`src/rtl/riscv_fetch_queue_pkg.sv`:
```
// rtl/riscv_fetch_queue_pkg.sv - shared types and constants for the fetch queue
package riscv_fetch_queue_pkg;

  localparam int XLEN = 32;

  // Sequential fetch advances one 32-bit instruction.
  localparam int PC_STEP = 4;

  // Canonical NOP (addi x0, x0, 0) for decode stages that want a benign
  // instruction presented while the queue head is invalid.
  localparam logic [XLEN-1:0] RISCV_NOP = 32'h0000_0013;

  // Queue entry layout at the native width: PC in the upper half.
  typedef struct packed {
    logic [XLEN-1:0] pc;
    logic [XLEN-1:0] instr;
  } fetch_entry_t;

endpackage

```
`src/rtl/fetch_fifo.sv`:
```
// rtl/fetch_fifo.sv - generic synchronous show-ahead FIFO with flush
module fetch_fifo #(
  parameter int  DEPTH   = 4,
  parameter type entry_t = logic [63:0]
) (
  input  logic                       clk,
  input  logic                       rst,
  input  logic                       flush,
  input  logic                       push,
  input  entry_t                     push_data,
  input  logic                       pop,
  output entry_t                     head,
  output logic [$clog2(DEPTH+1)-1:0] count,
  output logic                       full,
  output logic                       empty
);

  localparam int PW = $clog2(DEPTH);
  localparam int CW = $clog2(DEPTH+1);
  localparam logic [CW-1:0] DEPTH_C = CW'(DEPTH);

  entry_t        mem [DEPTH];
  logic [PW-1:0] wr_ptr;
  logic [PW-1:0] rd_ptr;

  assign empty = (count == '0);
  assign full  = (count == DEPTH_C);
  // Head reads as zero when empty so an idle queue never exposes stale data.
  assign head  = empty ? entry_t'('0) : mem[rd_ptr];

  // Storage write; contents need no reset because count gates visibility.
  always_ff @(posedge clk) begin
    if (push) begin
      mem[wr_ptr] <= push_data;
    end
  end

  // Pointers wrap naturally (DEPTH is a power of two); occupancy is tracked separately.
  always_ff @(posedge clk) begin
    if (rst || flush) begin
      wr_ptr <= '0;
      rd_ptr <= '0;
      count  <= '0;
    end else begin
      if (push) wr_ptr <= wr_ptr + PW'(1);
      if (pop)  rd_ptr <= rd_ptr + PW'(1);
      case ({push, pop})
        2'b10:   count <= count + CW'(1);
        2'b01:   count <= count - CW'(1);
        default: count <= count;
      endcase
    end
  end

  a_no_overflow: assert property (@(posedge clk) disable iff (rst || flush)
    !(push && full && !pop));
  a_no_underflow: assert property (@(posedge clk) disable iff (rst || flush)
    !(pop && empty));

endmodule

```
`src/rtl/riscv_fetch_queue.sv`:
```
// rtl/riscv_fetch_queue.sv - fetch PC, imem request credit and decode queue (option: FETCH_BYPASS_EN)
module riscv_fetch_queue
  import riscv_fetch_queue_pkg::*;
#(
  parameter int               WIDTH    = 32,
  parameter int               DEPTH    = 4,
  parameter logic [WIDTH-1:0] RESET_PC = '0
) (
  input  logic                       clk_in,
  input  logic                       rst_in,
  input  logic                       redirect_in,
  input  logic [WIDTH-1:0]           redirect_pc_in,
  output logic                       imem_req_out,
  output logic [WIDTH-1:0]           imem_addr_out,
  input  logic [WIDTH-1:0]           imem_data_in,
  input  logic                       deq_ready_in,
  output logic                       instr_valid_out,
  output logic [WIDTH-1:0]           instr_out,
  output logic [WIDTH-1:0]           pc_out,
  output logic [$clog2(DEPTH+1)-1:0] count_out
);

  localparam int CW = $clog2(DEPTH+1);
  localparam logic [CW:0] DEPTH_W = (CW+1)'(DEPTH);

  typedef struct packed {
    logic [WIDTH-1:0] pc;
    logic [WIDTH-1:0] instr;
  } entry_t;

  logic [WIDTH-1:0] fetch_pc;
  logic             inflight;
  logic [WIDTH-1:0] inflight_pc;
  logic             deq_fire;
  logic [CW:0]      pending;
  logic             enq;
  logic             pop;
  entry_t           enq_data;
  entry_t           head;
  logic [CW-1:0]    q_count;
  logic             q_full;
  logic             q_empty;

  assign deq_fire = instr_valid_out && deq_ready_in;

  // Slots already owed: queued entries plus the response in flight, minus the one leaving now.
  assign pending = {1'b0, q_count} + {{CW{1'b0}}, inflight} - {{CW{1'b0}}, deq_fire};

  assign imem_req_out  = !rst_in && !redirect_in && (pending < DEPTH_W);
  assign imem_addr_out = fetch_pc;
  assign count_out     = q_count;
  assign enq_data      = '{pc: inflight_pc, instr: imem_data_in};
  // Only a real queue head is popped; a redirect makes the head wrong-path anyway.
  assign pop           = deq_fire && !redirect_in && !q_empty;

`ifdef FETCH_BYPASS_EN
  logic bypass;
  assign bypass = inflight && !redirect_in && q_empty;

  // Empty queue: the arriving response goes straight to decode and is only stored if not taken.
  always_comb begin
    instr_valid_out = !q_empty || bypass;
    instr_out       = bypass ? imem_data_in : head.instr;
    pc_out          = bypass ? inflight_pc  : head.pc;
    enq             = inflight && !redirect_in && !(bypass && deq_ready_in);
  end
`else
  // Decode always sees queue storage; every response is enqueued.
  always_comb begin
    instr_valid_out = !q_empty;
    instr_out       = head.instr;
    pc_out          = head.pc;
    enq             = inflight && !redirect_in;
  end
`endif

  // Fetch PC and in-flight tracking; redirect drops the outstanding response and re-aligns the target.
  always_ff @(posedge clk_in) begin
    if (rst_in) begin
      fetch_pc    <= RESET_PC;
      inflight    <= 1'b0;
      inflight_pc <= '0;
    end else if (redirect_in) begin
      fetch_pc <= {redirect_pc_in[WIDTH-1:2], 2'b00};
      inflight <= 1'b0;
    end else begin
      inflight <= imem_req_out;
      if (imem_req_out) begin
        inflight_pc <= fetch_pc;
        fetch_pc    <= fetch_pc + WIDTH'(PC_STEP);
      end
    end
  end

  fetch_fifo #(
    .DEPTH   (DEPTH),
    .entry_t (entry_t)
  ) u_fifo (
    .clk       (clk_in),
    .rst       (rst_in),
    .flush     (redirect_in),
    .push      (enq),
    .push_data (enq_data),
    .pop       (pop),
    .head      (head),
    .count     (q_count),
    .full      (q_full),
    .empty     (q_empty)
  );

endmodule

```
`config.mk`:
```
export PLATFORM = sky130hd
export DESIGN_NAME = riscv_fetch_queue
export DESIGN_NICKNAME = d
export VERILOG_FILES = /design/src/rtl/riscv_fetch_queue_pkg.sv /design/src/rtl/fetch_fifo.sv /design/src/rtl/riscv_fetch_queue.sv
export SDC_FILE = /design/constraint.sdc
export NUM_CORES = 1
export LEC_CHECK = 0
export CAP_MARGIN = 20
export CORE_MARGIN = 8
export CORE_UTILIZATION = 35
export DETAILED_ROUTE_END_ITERATION = 12
export PLACE_DENSITY = 0.64
export SYNTH_ARGS = -nofsm -noshare
export SYNTH_HDL_FRONTEND = slang
export SYNTH_HIERARCHICAL = 1
export SYNTH_SLANG_ARGS = --single-unit
```
`constraint.sdc`:
```
create_clock -name clk_in -period 8.87 [get_ports clk_in]
set_input_delay 1.774 -clock clk_in [delete_from_list [all_inputs] [get_ports clk_in]]
set_output_delay 1.774 -clock clk_in [all_outputs]
set_load 0.05 [all_outputs]
```
* Word-level counts from Yosys, hierarchy flattened
Memory sizes are Yosys's and may differ from the RTL's. A register that Yosys moved wholly into a read port is not among the register bits.
Index checks and enable logic that the tools add are counted.
** Operators by class
- Add/subtract/negate cells :: 7
- $mul :: 0
- Div/mod/pow operators :: 0
- Order comparisons :: 1
- Equality and inequality tests :: 2
- Shift-type cells :: 0
- Muxes and demuxes :: 8
- Bitwise operators :: 1
- Reductions and logical operators :: 15
** Operators with widths (count)
- 32-bit two-way mux :: 2
- 64-bit two-way mux :: 1
- 32-bit by 3-bit adder with 32-bit output (second input constant) :: 1
- 1-bit logical AND :: 6
- 3-bit case mux with 2 select lines :: 1
- 2-bit by 1-bit adder with 2-bit output (second input constant) :: 2
- 3-bit by 1-bit adder with 4-bit output :: 1
- 4-bit by 3-bit < comparator with 1-bit output (second input constant) :: 1
- 2-bit two-way mux :: 2
- 2-bit nonzero test :: 2
- 4-bit by 1-bit subtractor with 4-bit output :: 1
- 3-bit by 1-bit adder with 3-bit output (second input constant) :: 1
- 1-bit logical NOT :: 3
- 3-bit logical NOT :: 1
- 3-bit by 1-bit subtractor with 3-bit output (second input constant) :: 1
- 2-bit by 1-bit equality test with 1-bit output (second input constant) :: 1
- 2-bit equality test (second input constant) :: 1
- 1-bit two-way mux :: 2
- 2-bit AND reduction :: 1
- 2-bit OR reduction :: 1
- 1-bit logical OR :: 1
- 1-bit NOT :: 1
** Word-level totals
- Flip-flop bits (word level) :: 72
- Bits in latches :: 0
- Memory bits (writable) :: 256
- ROM bits :: 0
- Input port bits :: 68
- Output and inout bits :: 101
- Word-level logic and storage cells :: 42
- Memories kept :: 1
** Memories
- u_fifo.mem :: words 4, bits a word 64, rd ports 1, clocked after memory_dff 1, write ports 1, line fetch_fifo.sv:22 : entry_t mem [DEPTH];

* Longest topological paths before layout
Gate-level depths: netlist (run 1).
- Depth after elaboration :: 8
- Mapped depth :: 14
- Depth with buffers taken out :: 11

* Cells and area by module
Netlist (run 1), hierarchy kept.
** Modules (own cells, without submodules)
- fetch_fifo :: times used 1, cells an instance 453, area each 10109.7 µm², sequential area each 7867.5 µm²
- riscv_fetch_queue :: times used 1, cells an instance 378, area each 3290.7 µm², sequential area each 1221.2 µm²

* Least setup slack after synthesis (run 1)
Ideal clock, no wire load.
- Path type :: input port to output port
- From :: in deq_ready_in
- To :: out imem_req_out
- Data arrival time :: 3707 ps
- Required time :: 7096 ps
- Slack :: 3389 ps
- Stages :: 10
- Buffers on the path :: 2
- Cell sequence :: nor2b_1 > ha_1 > inv_1 > ha_1 > and3b_1 > or4_4 > buf_6 > a21o_2 > inv_1 > buf_2
** On the way
- Longest elaborated chain between the ends :: 4
** Ends and longest elaborated chain
- start: declaration :: line riscv_fetch_queue.sv:16 : input logic deq_ready_in,
- 1-bit logical AND :: line riscv_fetch_queue.sv:44 : assign deq_fire = instr_valid_out && deq_ready_in;
- 4-bit by 1-bit subtractor with 4-bit output :: line riscv_fetch_queue.sv:47 : assign pending = {1'b0, q_count} + {{CW{1'b0}}, inflight} - {{CW{1'b0}}, deq_fire};
- 4-bit by 3-bit < comparator with 1-bit output :: line riscv_fetch_queue.sv:49 : assign imem_req_out = !rst_in && !redirect_in && (pending < DEPTH_W);
- 1-bit logical AND :: line riscv_fetch_queue.sv:49
- end: declaration :: line riscv_fetch_queue.sv:13 : output logic imem_req_out,
Every way passes these cells.

* Final worst setup path (run 1)
Same ends and word-level chain as after synthesis.

==> flow_summary.toml, run 1 <==
[worst_setup_path]
crit_start = "deq_ready_in"
critPathRequiredTime_ns = 7.10
r2r-start = "u_fifo/count[2]"
cp_max_fo = 31
reg2reg_depth = 12
start_kind = "primary input"
r2r-end = "inflight_pc[20]"
path_class = "primary input to primary output"
critical_path_arrival_ns = 5.20
reg2reg_slack_ns = 5.59
worstSetupEndpointType = "primary output"

[floorplan]
die_w_microns = 212
num_io_pins = 169
core_sq_mm = 0.0377
rows = 71
fp.dieH_microns = 212
initial_core_util_pct = 35.6
die-area_sq_mm = 0.0448

[detailed_routing]
route.vias.total = 7420
wl_mm = 29.6
wl_per_cell_microns = 19.3
drtIter0Drc = 407
drc = 0
postRouteAntennaNets = 0
vias_per_cell = 4.84
drtPass1Iterations = 6

[clock_network]
cts-buffers-inserted = 36
clock_sinks = 326
clock_latency_ns = 0.51
htree_levels = 2
cts_buffer_depth = 3
cts_tree = "done"
hold_buffers = 0
ctsResizeCount = 0
cts_setup_buffers = 0
root_buffer = "clkbuf_16"
path_clk_slew_ns = 0.06

[global_routing]
grt_overflow = 0
antenna_found_initial = 0
grt_max_degree = 66
grtUsageTotal_pct = 13.3
grt_pass1_vias = 7960
grt_pass1_wl_mm = 46.8

[power_and_ir_drop]
vdd_drop_max_mv = 0.122
p_per_area_mw_per_mm2 = 205
p_leak_uw = 0.00502

[placement]
gp_congestion = 0.810
port_buffers = 164
dpl.hpwl_mm = 18.1
placed_area_sq_mm = 0.0154

[cells_and_area]
syn_to_final_growth_pct = 24.3
final_area_sq_mm = 0.0166
seqCellArea_sq_mm = 0.00910
n_antenna_cell = 0
multi_input_area_sq_mm = 0.00394
nNetsFinal = 1073
layout-drive-gt1-share_pct = 16.0
fillCellCount = 3430

[outcome]
outcome = "complete, no violations"

[timing]
skew_ns = 0.0159
setup_viol = 0
rsz0062_at_grt = "no"
clock.fmax_mhz = 143
finalCritPeriodShare_pct = 78.7
final_max_slew_viol_count = 0
slew_headroom_pct = 27.3
worstMarginPinSlew_ns = 1.09
period_needed_ns = 6.98
hold_viol_final = 0
final.setup.tns_ns = 0

[job]
drv_cap = 0

[min_path]
min_from = "inflight_pc[20]"
whs_path_depth = 2
hold-path-endpoint = "inflight_pc[20]"
hold_class = "flip-flop to flip-flop"

[synthesis]
synth.avg_cell_area_sq_um = 16.1
netlist_area_sq_mm = 0.0134
synth_warnings = 6
synthCells = 830
-- routing by layer --
layer	vias up	GRT usage, %	wire [microns]
met5	-	0	0
met4	0	3.16	493
met3	34	3.92	2070
met2	197	21.0	13400
met1	3712	17.8	13700
li1	3477	-	-
-- area by class of cell --
type                    count  share of cell area [%]
well taps                 511                    3.84
flip-flops and latches    326                    54.6
clock buffers              45                    5.98
inverters                  20                   0.451
multi-input cells         440                    23.6
repair buffers            171                    10.1
clock inverters            21                    1.30
-- critical path: stages --
cell and delay [ns]:
clkdlybuf4s50_1 0.49, nor2b_1 0.19, ha_1 0.17, inv_1 0.04, ha_1 0.26, and3b_1 0.23
or4_4 0.60, a21o_2 0.45, inv_1 0.15, clkdlybuf4s50_1 0.83
-- report_power, final --
part | switching (uW) | total, uW | internal, uW
clock network | 589 | 1510 | 917
registers | 30.4 | 1700 | 1670
logic | 126 | 211 | 84.6
-- placed cells by master (no fill, tap or decap), drive strengths merged, types with 7 or more instances in the layout --
master / count
ha: 9
buf: 8
nand3: 12
nor2: 35
a2111oi: 13
mux4: 64
and2: 7
a211oi: 24
inv: 23
nand4: 8
clkdlybuf4s50: 163
clkbuf: 45
edfxtp: 256
nor2b: 65
conb: 10
dfxtp: 70
a21oi: 40
nand2: 77
clkinv: 13
xnor2: 26
-- per-stage QoR --
stage | setup WS (ns) | hold WS, ns | total power [uW] | utilization, % | cells
3_5_place_dp | 1.87 | 0.489 | 1940 | 41.0 | 1468
4_1_cts | 1.82 | 0.497 | 3460 | 44.2 | 1534
2_1_floorplan | 3.39 | 0.459 | 1850 | - | 839
5_1_grt | 1.74 | 0.514 | 3530 | 44.2 | 1534
3_3_place_gp | 1.89 | 0.475 | 1940 | 41.0 | 1468
6_report | 1.89 | 0.497 | 3420 | 44.2 | 1534
-- flip-flops by register name, summed over array words and instances (netlist names), named ones only --
name	count
imem_addr_out	30
inflight	1
inflight_pc	30
u_fifo/count	3
u_fifo/mem	256
u_fifo/rd_ptr	2
u_fifo/wr_ptr	2
-- worst max-delay path by stage --
stage,endpoint,slack (ns)
after CTS,imem_req_out,1.82
after detailed placement,imem_req_out,1.87
final,imem_req_out,1.89
after global routing,imem_req_out,1.74
after global placement,imem_req_out,1.89
after floorplan,imem_req_out,3.39
Note: power is estimated with default switching activity, not from simulation.
==> inputs of run 2 (changes only) <==
==> constraint.sdc (replaced) <==
create_clock -name clk_in -period 7.3 [get_ports clk_in]
set_input_delay 1.46 -clock clk_in [delete_from_list [all_inputs] [get_ports clk_in]]
set_output_delay 1.46 -clock clk_in [all_outputs]
set_load 0.05 [all_outputs]
==> flow_summary.toml, run 2 (synthesized netlist as in run 1, its figures left out) <==
[cells_and_area]
instances_no_fill = 1540
largest-register = "u_fifo/mem"
largest_reg_flops = 256
nNetsFinal = 1079
syn_to_final_growth_pct = 24.4
layout-drive-gt1-share_pct = 16.1
final_common_cell = "edfxtp_1"
final_core_util_pct = 44.2
layout_common_cells = "edfxtp_1, clkdlybuf4s50_1, nand2_1"
n_antenna_cell = 0

[placement]
gp_congestion = 0.817
port_buffers = 164
dpl.hpwl_mm = 18.6
post-place-cells = 1473

[outcome]
outcome = "complete, no violations"

[worst_setup_path]
cp_top_family = "simple AND/OR/NAND/NOR gates"
worstSetupEndpointType = "primary output"
cp_cell_sequence = "clkdlybuf4s50_1 -> nor2b_1 -> ha_1 -> inv_1 -> ha_1 -> and3b_1 -> or4_4 -> a21o_2 -> inv_1 -> buf_4"
start_kind = "primary input"
cp_max_fo = 31
path_buf_inv = 4
critPathSlowestCell = "or4_4"
critPathRequiredTime_ns = 5.84
crit_start = "deq_ready_in"
r2r-start = "u_fifo/count[2]"
crit_path_max_incr_delay_ns = 0.60
path_class = "primary input to primary output"
critical_path_arrival_ns = 4.31

[clock_network]
cts_setup_buffers = 0
cts_tree = "done"
clock_latency_ns = 0.52
root_buffer = "clkbuf_16"
clock_sinks = 326
hold_buffers = 0
path_clk_slew_ns = 0.06
htree_levels = 2
ctsResizeCount = 0
cts-buffers-inserted = 37
cts_buffer_depth = 3

[floorplan]
num_io_pins = 169
rows = 71
die-area_sq_mm = 0.0448
fp.dieH_microns = 212
die_w_microns = 212
initial_core_util_pct = 35.6
core_sq_mm = 0.0377

[min_path]
hold_class = "flip-flop to flip-flop"
min_from = "inflight_pc[10]"

[global_routing]
grt_max_degree = 66
grtUsageTotal_pct = 13.2
grt_overflow = 0
antenna_found_initial = 0
grt_pass1_vias = 7760
grt_pass1_wl_mm = 46.1

[timing]
final_max_slew_viol_count = 0
rsz0062_at_grt = "no"
worstMarginPinSlew_ns = 0.799
finalCritPeriodShare_pct = 79.0
hold_viol_final = 0
setup_viol = 0
final.setup.tns_ns = 0
clock.fmax_mhz = 173
skew_ns = 0.0197
period_needed_ns = 5.77
slew_headroom_pct = 46.7

[detailed_routing]
drtIter0Drc = 383
route.vias.total = 7426
wl_mm = 29.5
drc = 0
drtPass1Iterations = 4
postRouteAntennaNets = 0
wl_per_cell_microns = 19.1
vias_per_cell = 4.82

[job]
drv_cap = 0

[power_and_ir_drop]
p_per_area_mw_per_mm2 = 247
p_leak_uw = 0.00503
vdd_drop_max_mv = 0.132
## run 2: cell types whose count changed in the layout (fill, tap and decap cells not counted), sizes merged
cell           before  now
clkdlybuf4s50     163  162
clkbuf             45   44
buf                 8   14
inv                23   25
## run 2: final cells by class
| type | instances | area [sq um] |
|---|---|---|
| Tap cell | 511 | 639 |
| Inverter | 20 | 75.1 |
| Multi-Input combinational cell | 440 | 3940 |
| Sequential cell | 326 | 9100 |
| Fill cell | 3389 | 21000 |
| Clock inverter | 23 | 229 |
| Clock buffer | 44 | 962 |
| Timing Repair Buffer | 176 | 1720 |
## run 2: path summary, 6_finish.rpt
check	to	slack [ns]	depth (start not counted)
max reg2reg	inflight_pc[11]	3.94	12
min	inflight_pc[10]	0.50	2
max	imem_req_out	1.53	10
min reg2reg	inflight_pc[10]	0.50	2
## run 2: power breakdown
| part | switching [uW] | total, uW | internal [uW] |
|---|---|---|---|
| registers | 36.3 | 2070 | 2030 |
| clock network | 712 | 1800 | 1090 |
| logic | 153 | 256 | 103 |
## run 2: metrics by stage
stage	total power (uW)	hold slack, ns	setup slack, ns	area [sq um]
after floorplan	2250	0.459	2.45	13400
after global placement	2360	0.479	1.51	15500
after detailed placement	2360	0.495	1.52	15500
after CTS	4190	0.502	1.51	16700
after global routing	4270	0.526	1.33	16700
final	4120	0.499	1.53	16700
## run 2: tightest hold or removal path, cell delays in order (launching register included)
cell     delay, ns
dfxtp_1       0.34
nand2_1       0.06
a21oi_1       0.05
## run 2: routing by layer
layer  share of wire, %  track usage, %  up-vias
met4                1.9            3.47        0
met2                 46            21.1      198
met3                6.8            3.82       38
met1                 45            17.4     3703
met5                  0               0        -
li1                   -               -     3487
